### config.mk
export PLATFORM = sky130hd
export DESIGN_NAME = inta_sequencer
export DESIGN_NICKNAME = d
export VERILOG_FILES = /design/src/rtl/inta_sequencer.sv
export SDC_FILE = /design/constraint.sdc
export NUM_CORES = 1
export LEC_CHECK = 0
export BUFFER_PORTS_ARGS = -buffer_cell sky130_fd_sc_hd__buf_2
export CAP_MARGIN = 20
export CORE_ASPECT_RATIO = 1.2
export CORE_MARGIN = 1
export CORE_UTILIZATION = 40
export CTS_BUF_LIST = sky130_fd_sc_hd__clkbuf_2 sky130_fd_sc_hd__clkbuf_4 sky130_fd_sc_hd__clkbuf_8
export DETAILED_ROUTE_END_ITERATION = 8
export GPL_ROUTABILITY_DRIVEN = 0
export GPL_TIMING_DRIVEN = 0
export PLACE_DENSITY = 0.73
export SYNTH_ARGS = -nofsm -noshare
export SYNTH_HDL_FRONTEND = slang
export SYNTH_SLANG_ARGS = --single-unit
export TNS_END_PERCENT = 1
### constraint.sdc
create_clock -name clk -period 1.55 [get_ports clk]
set_input_delay 0.0775 -clock clk [delete_from_list [all_inputs] [get_ports clk]]
set_output_delay 0.0775 -clock clk [all_outputs]
set_load 0.05 [all_outputs]
### src/rtl/inta_sequencer.sv
// INTA bus-cycle sequencer for an 8259-style interrupt controller: synchronizes inta_n and
// drives vector bytes onto the CPU data bus. Define MODE_8080_EN to add the 3-pulse 8080 CALL sequence.
module inta_sequencer #(
    parameter int unsigned SYNC_STAGES    = 2,
    parameter int unsigned TIMEOUT_CYCLES = 64
) (
    input  logic       clk,
    input  logic       rst_n,
    input  logic       inta_n,
    input  logic       int_req,
    input  logic [2:0] int_vec,
    input  logic [7:0] icw2,
    input  logic [2:0] icw1_addr,
    input  logic       upm,
    input  logic       aeoi,
    output logic [7:0] data_out,
    output logic       data_oe,
    output logic       ack_strobe,
    output logic       eoi_strobe,
    output logic       spurious,
    output logic       abort,
    output logic       busy
);

    localparam int unsigned CW = $clog2(TIMEOUT_CYCLES + 1);
    localparam logic [CW-1:0] LAST = CW'(TIMEOUT_CYCLES - 1);

`ifdef MODE_8080_EN
    typedef enum logic [2:0] {IDLE, P1, G1, P2, G2, P3} state_t;
`else
    typedef enum logic [2:0] {IDLE, P1, G1, P2} state_t;
`endif

    state_t                 state;
    logic [SYNC_STAGES-1:0] sync;
    logic                   inta_s;
    logic                   inta_d;
    logic                   fall;
    logic                   rise;
    logic [CW-1:0]          cnt;
    logic [2:0]             vec_l;
    logic [7:0]             icw2_l;
    logic                   spur_l;
    logic                   aeoi_l;

`ifdef MODE_8080_EN
    logic                   mode_l;
    logic [2:0]             icw1_l;
`else
    logic                   unused_cfg;
    assign unused_cfg = ^{upm, icw1_addr, icw2_l[2:0]};
`endif

    assign inta_s = sync[SYNC_STAGES-1];
    assign fall   = inta_d & ~inta_s;
    assign rise   = ~inta_d & inta_s;

    always_ff @(posedge clk or negedge rst_n) begin
        if (!rst_n) begin
            sync   <= '1;
            inta_d <= 1'b1;
        end else begin
            sync   <= {sync[SYNC_STAGES-2:0], inta_n};
            inta_d <= inta_s;
        end
    end

    always_ff @(posedge clk or negedge rst_n) begin
        if (!rst_n) begin
            state      <= IDLE;
            data_out   <= '0;
            data_oe    <= 1'b0;
            ack_strobe <= 1'b0;
            eoi_strobe <= 1'b0;
            spurious   <= 1'b0;
            abort      <= 1'b0;
            busy       <= 1'b0;
            cnt        <= '0;
            vec_l      <= '0;
            icw2_l     <= '0;
            spur_l     <= 1'b0;
            aeoi_l     <= 1'b0;
`ifdef MODE_8080_EN
            mode_l     <= 1'b1;
            icw1_l     <= '0;
`endif
        end else begin
            ack_strobe <= 1'b0;
            eoi_strobe <= 1'b0;
            spurious   <= 1'b0;
            abort      <= 1'b0;
            case (state)
                IDLE: begin
                    cnt <= '0;
                    if (fall) begin
                        state      <= P1;
                        busy       <= 1'b1;
                        vec_l      <= int_req ? int_vec : 3'b111;
                        icw2_l     <= icw2;
                        spur_l     <= ~int_req;
                        aeoi_l     <= aeoi;
                        ack_strobe <= int_req;
                        spurious   <= ~int_req;
`ifdef MODE_8080_EN
                        mode_l <= upm;
                        icw1_l <= icw1_addr;
                        if (!upm) begin
                            data_out <= 8'hCD;
                            data_oe  <= 1'b1;
                        end
`endif
                    end
                end
                P1: begin
                    if (rise) begin
                        state   <= G1;
                        data_oe <= 1'b0;
                        cnt     <= '0;
                    end
                end
                G1: begin
                    // Expiry is checked before a coincident fall, so that fall is dropped.
                    if (cnt >= LAST) begin
                        state   <= IDLE;
                        busy    <= 1'b0;
                        abort   <= 1'b1;
                        data_oe <= 1'b0;
                        cnt     <= '0;
                    end else if (fall) begin
                        state    <= P2;
                        cnt      <= '0;
                        data_oe  <= 1'b1;
                        data_out <= {icw2_l[7:3], vec_l};
`ifdef MODE_8080_EN
                        if (!mode_l) data_out <= {icw1_l, vec_l, 2'b00};
`endif
                    end else begin
                        cnt <= cnt + 1'b1;
                    end
                end
                P2: begin
                    if (rise) begin
                        data_oe <= 1'b0;
`ifdef MODE_8080_EN
                        if (!mode_l) begin
                            state <= G2;
                            cnt   <= '0;
                        end else begin
                            state      <= IDLE;
                            busy       <= 1'b0;
                            eoi_strobe <= aeoi_l & ~spur_l;
                        end
`else
                        state      <= IDLE;
                        busy       <= 1'b0;
                        eoi_strobe <= aeoi_l & ~spur_l;
`endif
                    end
                end
`ifdef MODE_8080_EN
                G2: begin
                    if (cnt >= LAST) begin
                        state   <= IDLE;
                        busy    <= 1'b0;
                        abort   <= 1'b1;
                        data_oe <= 1'b0;
                        cnt     <= '0;
                    end else if (fall) begin
                        state    <= P3;
                        cnt      <= '0;
                        data_oe  <= 1'b1;
                        data_out <= icw2_l;
                    end else begin
                        cnt <= cnt + 1'b1;
                    end
                end
                P3: begin
                    if (rise) begin
                        state      <= IDLE;
                        busy       <= 1'b0;
                        data_oe    <= 1'b0;
                        eoi_strobe <= aeoi_l & ~spur_l;
                    end
                end
`endif
                default: begin
                    state <= IDLE;
                    busy  <= 1'b0;
                end
            endcase
        end
    end

endmodule
==> impl_metrics.py, run 1 <==
metrics = {
    "setup_path": {
        "worstSetupPathType": "reg2reg",
        "crit_path_end": "data_out[1]",
        "reg2reg_from": "state[0]",
        "crit_buf_inv": 1,
        "path_depth": 5,
        "worst_r2r_path_depth": 5,
        "path_delay_family": "simple AND/OR/NAND/NOR gates",
        "cp_max_fo": 10,
        "cpPeakStageDelay_ps": 400,
        "r2r_slack_ps": -140,
        "critPathArrivalTime_ps": 1860,
        "cp-start-kind": "register",
        "cp-startpoint": "state[0]",
        "critPathRequiredTime_ps": 1720,
        "critical-path-slowest-cell": "or3b_4",
        "crit_chain": "buf_6 -> or3b_4 -> a21oi_4 -> nand2_2 -> mux2_4",
        "end_kind": "register",
        "reg2reg_to": "data_out[1]",
    },
    "routing": {
        "first_iter_violations": 29,
        "wl_met3_um": 153,
        "firstDrtPassIters": 6,
        "dr_wl_met2_mm": 1.40,
        "avgRoutedWirePerCell_um": 13.5,
        "detail-route-antenna-nets": 0,
        "routed.top_layer": "met4",
        "routed-via-count": 1055,
        "drt-total-wl_mm": 2.82,
        "drc_errors": 2,
        "wl_met1_mm": 1.22,
        "vias_per_cell": 5.05,
    },
    "power_and_ir_drop": {
        "total_power_mw": 3.10,
        "p_leak_nw": 0.958,
        "ir_drop_mv": 0.977,
        "p_per_area_mw_per_mm2": 1650,
    },
    "timing": {
        "setup_viol": 11,
        "skew_ps": 3.85,
        "report.final.slew_viol_count": 0,
        "period_minus_slack_ps": 1690,
        "timing.final.crit_share": 1.09,
        "clock.fmax_mhz": 593,
        "rsz0062_at_grt": "yes",
        "tightest_slew_ps": 747,
        "hold_ws_ps": 21.0,
        "slew_headroom": 0.502,
        "setup_ws_ps": -138,
        "hold_violations": 0,
    },
    "yosys": {
        "seq_area_frac_synth": 0.607,
        "synth.distinct_cells": 31,
        "netlist_area_sq_mm": 0.00149,
        "synth_warnings": 0,
        "syn_inst": 128,
        "synth-seq-cells": 36,
        "syn-num-nets": 149,
        "synth_area_per_cell_sq_um": 11.6,
    },
    "place": {
        "dpl_cell_area_sq_mm": 0.00167,
        "portBuffers": 26,
        "hpwlAfterDp_mm": 1.82,
    },
    "final_layout": {
        "n_antenna_cell": 0,
        "postLayoutCellArea_sq_mm": 0.00187,
        "post-route-util": 0.543,
        "layout-drive-gt1-share": 0.320,
        "area.growth.synth_to_final_pct": 25.8,
        "fin_nets": 192,
    },
    "global_route": {
        "grt_pass1_wl_mm": 4.77,
        "grt_max_degree": 37,
        "antenna_found_initial": 0,
        "grt_pass1_vias": 1105,
        "overflow": 0,
        "grt_usage": 0.166,
    },
    "cts": {
        "numCtsBuffers": 5,
        "clk_path_buf_depth": 2,
        "worstSkewPairLatency_ps": 290,
        "cts_root_buf": "clkbuf_8",
        "cts_tree": "done",
        "htreeDepth": 2,
        "clk_pin_slew_ps": 70,
        "clock_sinks": 36,
    },
    "die": {
        "io_pins": 34,
        "placementRows": 23,
        "die_h_um": 68.9,
        "coreArea_sq_mm": 0.00345,
        "dieArea_sq_mm": 0.00397,
        "start_util": 0.432,
        "die_w_um": 57.7,
    },
    "outcome": {
        "status": "complete, but fails checks",
        "violations": "DRC, setup timing",
    },
    "hold_path": {
        "hold_path_class": "in2reg",
    },
    "job": {
        "maxCapViolCount": 0,
    },
}
==> cell usage after synthesis (all sizes together) <==
master	count	area [sq um]
or3	1	6.26
and3	1	6.26
nor3	3	15.0
nand2	26	105
dfrtp	33	826
nand2b	4	25.0
ha	1	12.5
mux2i	2	20.0
and2	3	18.8
dfstp	3	78.8
and4	1	8.76
nand3	1	5.00
or3b	1	11.3
nor2b	1	6.26
nand3b	1	7.51
o21ai	5	25.0
buf	2	12.5
mux2	8	120
a22o	1	8.76
a21o	2	15.0
a21oi	8	51.3
clkbuf	2	7.51
a211oi	1	12.5
nor2	6	22.5
a41oi	1	8.76
inv	4	15.0
o21a	1	7.51
a31oi	5	31.3
==> cell usage in the layout, fill, tap and decap left out, types with 4 or more instances in the layout <==
cell type,netlist,layout
mux2_4,8,8
clkbuf_8,0,7
nand2_1,25,25
nor2_1,6,6
dfrtp_1,33,33
a31oi_1,5,5
inv_1,4,4
a21oi_1,7,7
nand2b_1,4,4
buf_2,1,26
dlygate4sd3_1,0,8
==> repair_timing <==
item	4_1_cts	5_1_grt
pin swaps	0	1
setup buffers	0	1
hold buffers	8	0
resized for setup	3	2
endpoints found under the hold margin	40	0
endpoints found under the setup margin	20	28
cloned	1	0
==> through the flow <==
stage	instances	TNS, ps	setup slack (ps)
global route	209	-3290	-190
finish	209	-1090	-138
global placement	191	-1470	-107
detailed placement	191	-1820	-134
floorplan	128	-314	-39.2
CTS	208	-1020	-132
==> report_power, final <==
| part | internal [mW] | switching, mW | leakage (nW) |
|---|---|---|---|
| clock network | 0.423 | 0.313 | 0.0549 |
| registers | 1.18 | 0.143 | 0.442 |
| logic | 0.356 | 0.683 | 0.461 |
| total | 1.96 | 1.14 | 0.958 |
==> worst min path at each step <==
| stage | slack [ps] | startpoint | cells past startpoint | end |
|---|---|---|---|---|
| detailed placement | 190 | rst_n | 1 | eoi_strobe |
| global placement | 180 | rst_n | 1 | eoi_strobe |
| finish | 20 | int_vec[1] | 3 | vec_l[1] |
| global route | 30 | int_req | 2 | spurious |
| CTS | 10 | int_req | 2 | spurious |
| floorplan | -220 | rst_n | 0 | abort |
==> routing by layer <==
| layer | GRT usage | up-vias |
|---|---|---|
| met5 | 0 | - |
| met2 | 0.292 | 33 |
| met1 | 0.188 | 495 |
| met3 | 0.0522 | 6 |
| met4 | 0.0655 | 0 |
| li1 | - | 521 |
==> layout make-up <==
class                      count  area [sq um]
buffer                         4          27.5
tap                           37          46.3
clock buffer                   8           104
fill                         283          1580
sequential                    36           905
timing repair buffer          35           218
inverter                       4          15.0
multi-input combinational     85           559
==> sequential cells by signal, summed over array words and instances (netlist names), 2 cells and up <==
signal / count
data_out: 8
vec_l: 3
state: 2
icw2_l: 5
sync: 2
cnt: 7
==> logic make-up after synthesis <==
family          after synthesis  synth area share
fa+ha+maj                     1           0.00839
flops                        36             0.607
simple gates                 49             0.160
mux                          10            0.0940
buf+inv                       8            0.0235
compound gates               24             0.107
==> tightest hold or removal path, delay by kind of cell <==
family                 cells  cell delay [ps]
AOI/OAI and AO/OA          1               60
buffers and inverters      2              130
Power figures use the tool's default switching activity.
==> run 2, diff against run 1 <==
- PLACE_DENSITY: 0.73 -> 0.71
- clock period: 1.55 -> 2 ns (I/O delays scaled with it)
==> run 2 against run 1 <==
The run ends with DRC left. Die area stayed put. Clock power is 33% lower. First-iteration DRC count is 17% lower. Cell area is 5.1% lower. Total power is 26% lower. Flip-flop and latch count stayed put. Combinational power is 24% lower. Count of clock-buffer cells in the layout is 2 lower. Global-route usage is 0.50 points lower. Sequential power is 23% lower. Wire length is 1.6% lower. Critical path type unchanged. Highest routed layer unchanged.
==> impl_metrics.py, run 2 (synthesis results as in run 1) <==
metrics = {
    "hold_path": {
        "hold_depth": 3,
        "hp-start": "icw2[6]",
        "worstHoldEndpoint": "icw2_l[6]",
        "hold_path_class": "in2reg",
    },
    "setup_path": {
        "critPathRequiredTime_ps": 2200,
        "reg2reg_to": "cnt[2]",
        "worst_r2r_path_depth": 5,
        "critPathArrivalTime_ps": 1940,
        "r2r_slack_ps": 270,
        "cp_max_fo": 5,
        "cp-start-kind": "register",
        "reg2reg_from": "cnt[0]",
        "end_kind": "register",
        "worstSetupPathType": "reg2reg",
    },
    "final_layout": {
        "mostFrequentLayoutCells": "dfrtp_1 (33), buf_2 (27), nand2_1 (25)",
        "instances_no_fill": 201,
        "post-route-util": 0.515,
        "final_common_cell": "dfrtp_1",
        "fin_nets": 185,
        "largest-register": "data_out",
        "reg_top3": "data_out x8, cnt x7, icw2_l x5",
        "largest_register_ffs": 8,
        "n_antenna_cell": 0,
        "layout-drive-gt1-share": 0.305,
        "area.growth.synth_to_final_pct": 19.3,
    },
    "die": {
        "start_util": 0.432,
        "dieArea_sq_mm": 0.00397,
        "io_pins": 34,
        "placementRows": 23,
        "die_w_um": 57.7,
        "die_h_um": 68.9,
        "coreArea_sq_mm": 0.00345,
    },
    "timing": {
        "rsz0062_at_grt": "no",
        "tightest_slew_ps": 777,
        "setup_ws_ps": 267,
        "hold_violations": 0,
        "setup-tns-final_ps": 0,
        "setup_viol": 0,
        "hold_ws_ps": 6.09,
        "period_minus_slack_ps": 1730,
        "clock.fmax_mhz": 577,
        "skew_ps": 4.48,
        "timing.final.crit_share": 0.866,
        "report.final.slew_viol_count": 0,
        "slew_headroom": 0.482,
    },
    "cts": {
        "cts_root_buf": "clkbuf_8",
        "clock_sinks": 36,
        "htreeDepth": 2,
        "cts_resized": 0,
        "cts_tree": "done",
        "post_cts_buffers": 0,
        "numCtsBuffers": 5,
        "clk_path_buf_depth": 2,
        "clk_pin_slew_ps": 70,
        "cts_hold_buf": 3,
        "worstSkewPairLatency_ps": 290,
    },
    "routing": {
        "drt-total-wl_mm": 2.77,
        "drc_errors": 1,
        "firstDrtPassIters": 6,
        "avgRoutedWirePerCell_um": 13.8,
        "first_iter_violations": 24,
        "detail-route-antenna-nets": 0,
        "routed-via-count": 1050,
        "vias_per_cell": 5.22,
    },
    "place": {
        "hpwlAfterDp_mm": 2.00,
        "portBuffers": 26,
        "pre_cts_slack_ps": 278,
        "placed_cells": 191,
    },
    "power_and_ir_drop": {
        "p_leak_nw": 0.917,
        "p_per_area_mw_per_mm2": 1290,
        "ir_drop_mv": 0.759,
    },
    "job": {
        "maxCapViolCount": 0,
    },
    "global_route": {
        "overflow": 0,
        "grt_pass1_vias": 1042,
        "antenna_found_initial": 0,
        "grt_pass1_wl_mm": 4.63,
        "grt_max_degree": 37,
        "grt_usage": 0.160,
    },
    "outcome": {
        "status": "complete, but fails checks",
        "violations": "DRC",
    },
}
-- run 2: changes by cell type in the layout (fill, tap and decap cells not counted), sizes merged --
cell / before / now
clkinv: 0 / 1
clkbuf: 10 / 8
buf: 29 / 28
dlygate4sd3: 8 / 3
nand2: 27 / 26
-- run 2: how the worst max path moves through the flow --
stage	slack, ps	from	endpoint	cells after the start
after CTS	260	inta_d	vec_l[1]	4
after floorplan	410	state[0]	data_out[0]	5
after detailed placement	280	inta_d	vec_l[1]	4
after global placement	330	state[0]	data_out[3]	5
final	270	cnt[0]	cnt[2]	5
after global routing	120	inta_d	vec_l[1]	4
-- run 2: critical path, cell delays in order (launching register included) --
cell	delay (ps)
dfrtp_1	420
ha_1	260
a21o_1	230
a211oi_2	420
nand2b_1	120
a31oi_1	190
-- run 2: layout make-up --
class / instances / area, sq um
clock buffers: 6 / 76.3
plain buffers: 4 / 20.0
fillers: 315 / 1680
well taps: 37 / 46.3
clock inverters: 1 / 5.00
repair buffers: 29 / 160
multi-input cells: 84 / 551
inverters: 4 / 15.0
flip-flops and latches: 36 / 905
-- run 2: stage by stage --
stage          cell area, sq um  total power, mW
6_report                   1780             2.30
5_1_grt                    1780             2.42
4_1_cts                    1780             2.32
3_5_place_dp               1670             1.82
3_3_place_gp               1670             1.79
2_1_floorplan              1490             1.63
-- run 2: metal layers --
metal  track usage  share of wire  routed length (um)  vias to the layer above
li1              -              -                   -                      504
met1         0.172           0.41                1140                      517
met2         0.288           0.53                1470                       27
met3        0.0597          0.049                 137                        2
met4        0.0655         0.0097                  27                        0
met5             0              0                   0                        -
-- run 2: where the power goes --
part | internal (mW) | leakage, nW | switching (mW) | total, mW
Clock | 0.250 | 0.0445 | 0.241 | 0.491
Sequential | 0.913 | 0.442 | 0.108 | 1.02
Combinational | 0.262 | 0.431 | 0.526 | 0.788
==> run 3, diff against run 2 <==
--- a/config.mk
+++ b/config.mk
@@ -7,2 +7,3 @@
 export LEC_CHECK = 0
+export ABC_CLOCK_PERIOD_IN_PS = 2000
 export BUFFER_PORTS_ARGS = -buffer_cell sky130_fd_sc_hd__buf_2
@@ -16,2 +17,3 @@
 export GPL_TIMING_DRIVEN = 0
+export MAX_ROUTING_LAYER = met4
 export PLACE_DENSITY = 0.71
==> constraint.sdc (replaced) <==
create_clock -name clk -period 2 [get_ports clk]
set_input_delay 0.4 -clock clk [delete_from_list [all_inputs] [get_ports clk]]
set_output_delay 0.4 -clock clk [all_outputs]
set_load 0.05 [all_outputs]
==> run 3 against run 2 <==
The run still ends with DRC left. First-iteration DRC count unchanged. Sequential share of layout area up 0.87 points. Non-clock buffer count shrank 3. Largest power group unchanged. Highest routed layer unchanged.
==> impl_metrics.py, run 3 (synthesis results as in run 1) <==
metrics = {
    "global_route": {
        "grt_usage": 0.163,
        "grt_pass1_wl_mm": 4.60,
        "grt_pass1_vias": 1031,
        "overflow": 0,
        "grt_max_degree": 37,
        "antenna_found_initial": 0,
    },
    "timing": {
        "setup-tns-final_ps": 0,
        "rsz0062_at_grt": "no",
        "setup_viol": 0,
        "clock.fmax_mhz": 579,
        "report.final.slew_viol_count": 0,
        "slew_headroom": 0.481,
        "timing.final.crit_share": 0.863,
        "setup_ws_ps": 273,
        "skew_ps": 4.36,
        "tightest_slew_ps": 779,
        "hold_violations": 0,
        "hold_ws_ps": 189,
        "period_minus_slack_ps": 1730,
    },
    "routing": {
        "avgRoutedWirePerCell_um": 13.9,
        "routed-via-count": 1038,
        "drc_errors": 1,
        "drt-total-wl_mm": 2.76,
        "firstDrtPassIters": 6,
        "detail-route-antenna-nets": 0,
        "first_iter_violations": 24,
        "vias_per_cell": 5.24,
    },
    "setup_path": {
        "cp_max_fo": 5,
        "critPathArrivalTime_ps": 1920,
        "reg2reg_to": "cnt[2]",
        "critical-path-slowest-cell": "dfrtp_1",
        "worst_r2r_path_depth": 5,
        "reg2reg_from": "cnt[0]",
        "end_kind": "register",
        "path_delay_family": "compound AO/OA/AOI/OAI gates",
        "crit_buf_inv": 0,
        "cp-start-kind": "register",
        "crit_chain": "ha_1 -> a21o_1 -> a211oi_2 -> nand2b_1 -> a31oi_1",
        "path_depth": 5,
        "r2r_slack_ps": 270,
        "critPathRequiredTime_ps": 2200,
        "cpPeakStageDelay_ps": 420,
        "worstSetupPathType": "reg2reg",
    },
    "die": {
        "start_util": 0.432,
        "die_w_um": 57.7,
        "die_h_um": 68.9,
        "io_pins": 34,
        "coreArea_sq_mm": 0.00345,
        "placementRows": 23,
        "dieArea_sq_mm": 0.00397,
    },
    "cts": {
        "clk_path_buf_depth": 2,
        "clock_sinks": 36,
        "clk_pin_slew_ps": 70,
        "numCtsBuffers": 5,
        "cts_resized": 0,
        "htreeDepth": 2,
        "worstSkewPairLatency_ps": 280,
        "cts_root_buf": "clkbuf_8",
        "cts_tree": "done",
        "cts_hold_buf": 0,
        "post_cts_buffers": 0,
    },
    "final_layout": {
        "mostFrequentLayoutCells": "dfrtp_1 (33), buf_2 (27), nand2_1 (25)",
        "n_antenna_cell": 0,
        "multi_input_area_sq_um": 551,
        "post-route-util": 0.506,
        "largest_register_ffs": 8,
        "largest-register": "data_out",
        "reg_top3": "data_out x8, cnt x7, icw2_l x5",
        "final_common_cell": "dfrtp_1",
        "ff_latch_area_sq_um": 905,
        "n_fill_cell": 318,
        "area.growth.synth_to_final_pct": 17.3,
        "postLayoutCellArea_sq_mm": 0.00175,
        "layout-drive-gt1-share": 0.311,
        "instances_no_fill": 198,
        "fin_nets": 182,
    },
    "outcome": {
        "violations": "DRC",
        "status": "complete, but fails checks",
    },
    "place": {
        "portBuffers": 26,
        "dpl_cell_area_sq_mm": 0.00167,
        "hpwlAfterDp_mm": 2.00,
        "pre_cts_slack_ps": 278,
        "placed_cells": 191,
    },
    "hold_path": {
        "hold_path_class": "in2async",
    },
    "power_and_ir_drop": {
        "total_power_mw": 2.29,
        "ir_drop_mv": 0.762,
        "p_per_area_mw_per_mm2": 1310,
        "p_leak_nw": 0.905,
    },
    "job": {
        "maxCapViolCount": 0,
    },
}
==> run 3: area by class of cell <==
class	count	share of cell area
clock inverter	1	0.00286
tap	37	0.0265
inverter	4	0.00859
multi-input combinational	84	0.315
timing repair buffer	26	0.0744
sequential	36	0.518
buffer	4	0.0115
clock buffer	6	0.0437
==> run 3: worst reg2reg max path, cell delays in order, from the launching register on <==
cell,delay (ps)
dfrtp_1,420
ha_1,260
a21o_1,230
a211oi_2,420
nand2b_1,120
a31oi_1,190
==> run 3: per-layer routing <==
layer | GRT usage | wire length, um | vias to the layer above
met5 | - | 0 | -
met4 | 0.0655 | 35 | 0
met3 | 0.0560 | 140 | 5
met2 | 0.285 | 1440 | 28
met1 | 0.171 | 1140 | 507
li1 | - | - | 498
==> run 3: worst max-delay path by stage <==
stage | from | end | slack, ps
4_1_cts | inta_d | vec_l[1] | 260
3_3_place_gp | state[0] | data_out[3] | 330
6_report | cnt[0] | cnt[2] | 270
3_5_place_dp | inta_d | vec_l[1] | 280
2_1_floorplan | state[0] | data_out[0] | 410
5_1_grt | inta_d | vec_l[1] | 120
==> run 3: where the power goes <==
group | switching [mW] | total (mW) | internal (mW)
Sequential | 0.109 | 1.02 | 0.913
Clock | 0.237 | 0.487 | 0.250
Combinational | 0.525 | 0.784 | 0.258
Total | 0.872 | 2.29 | 1.42
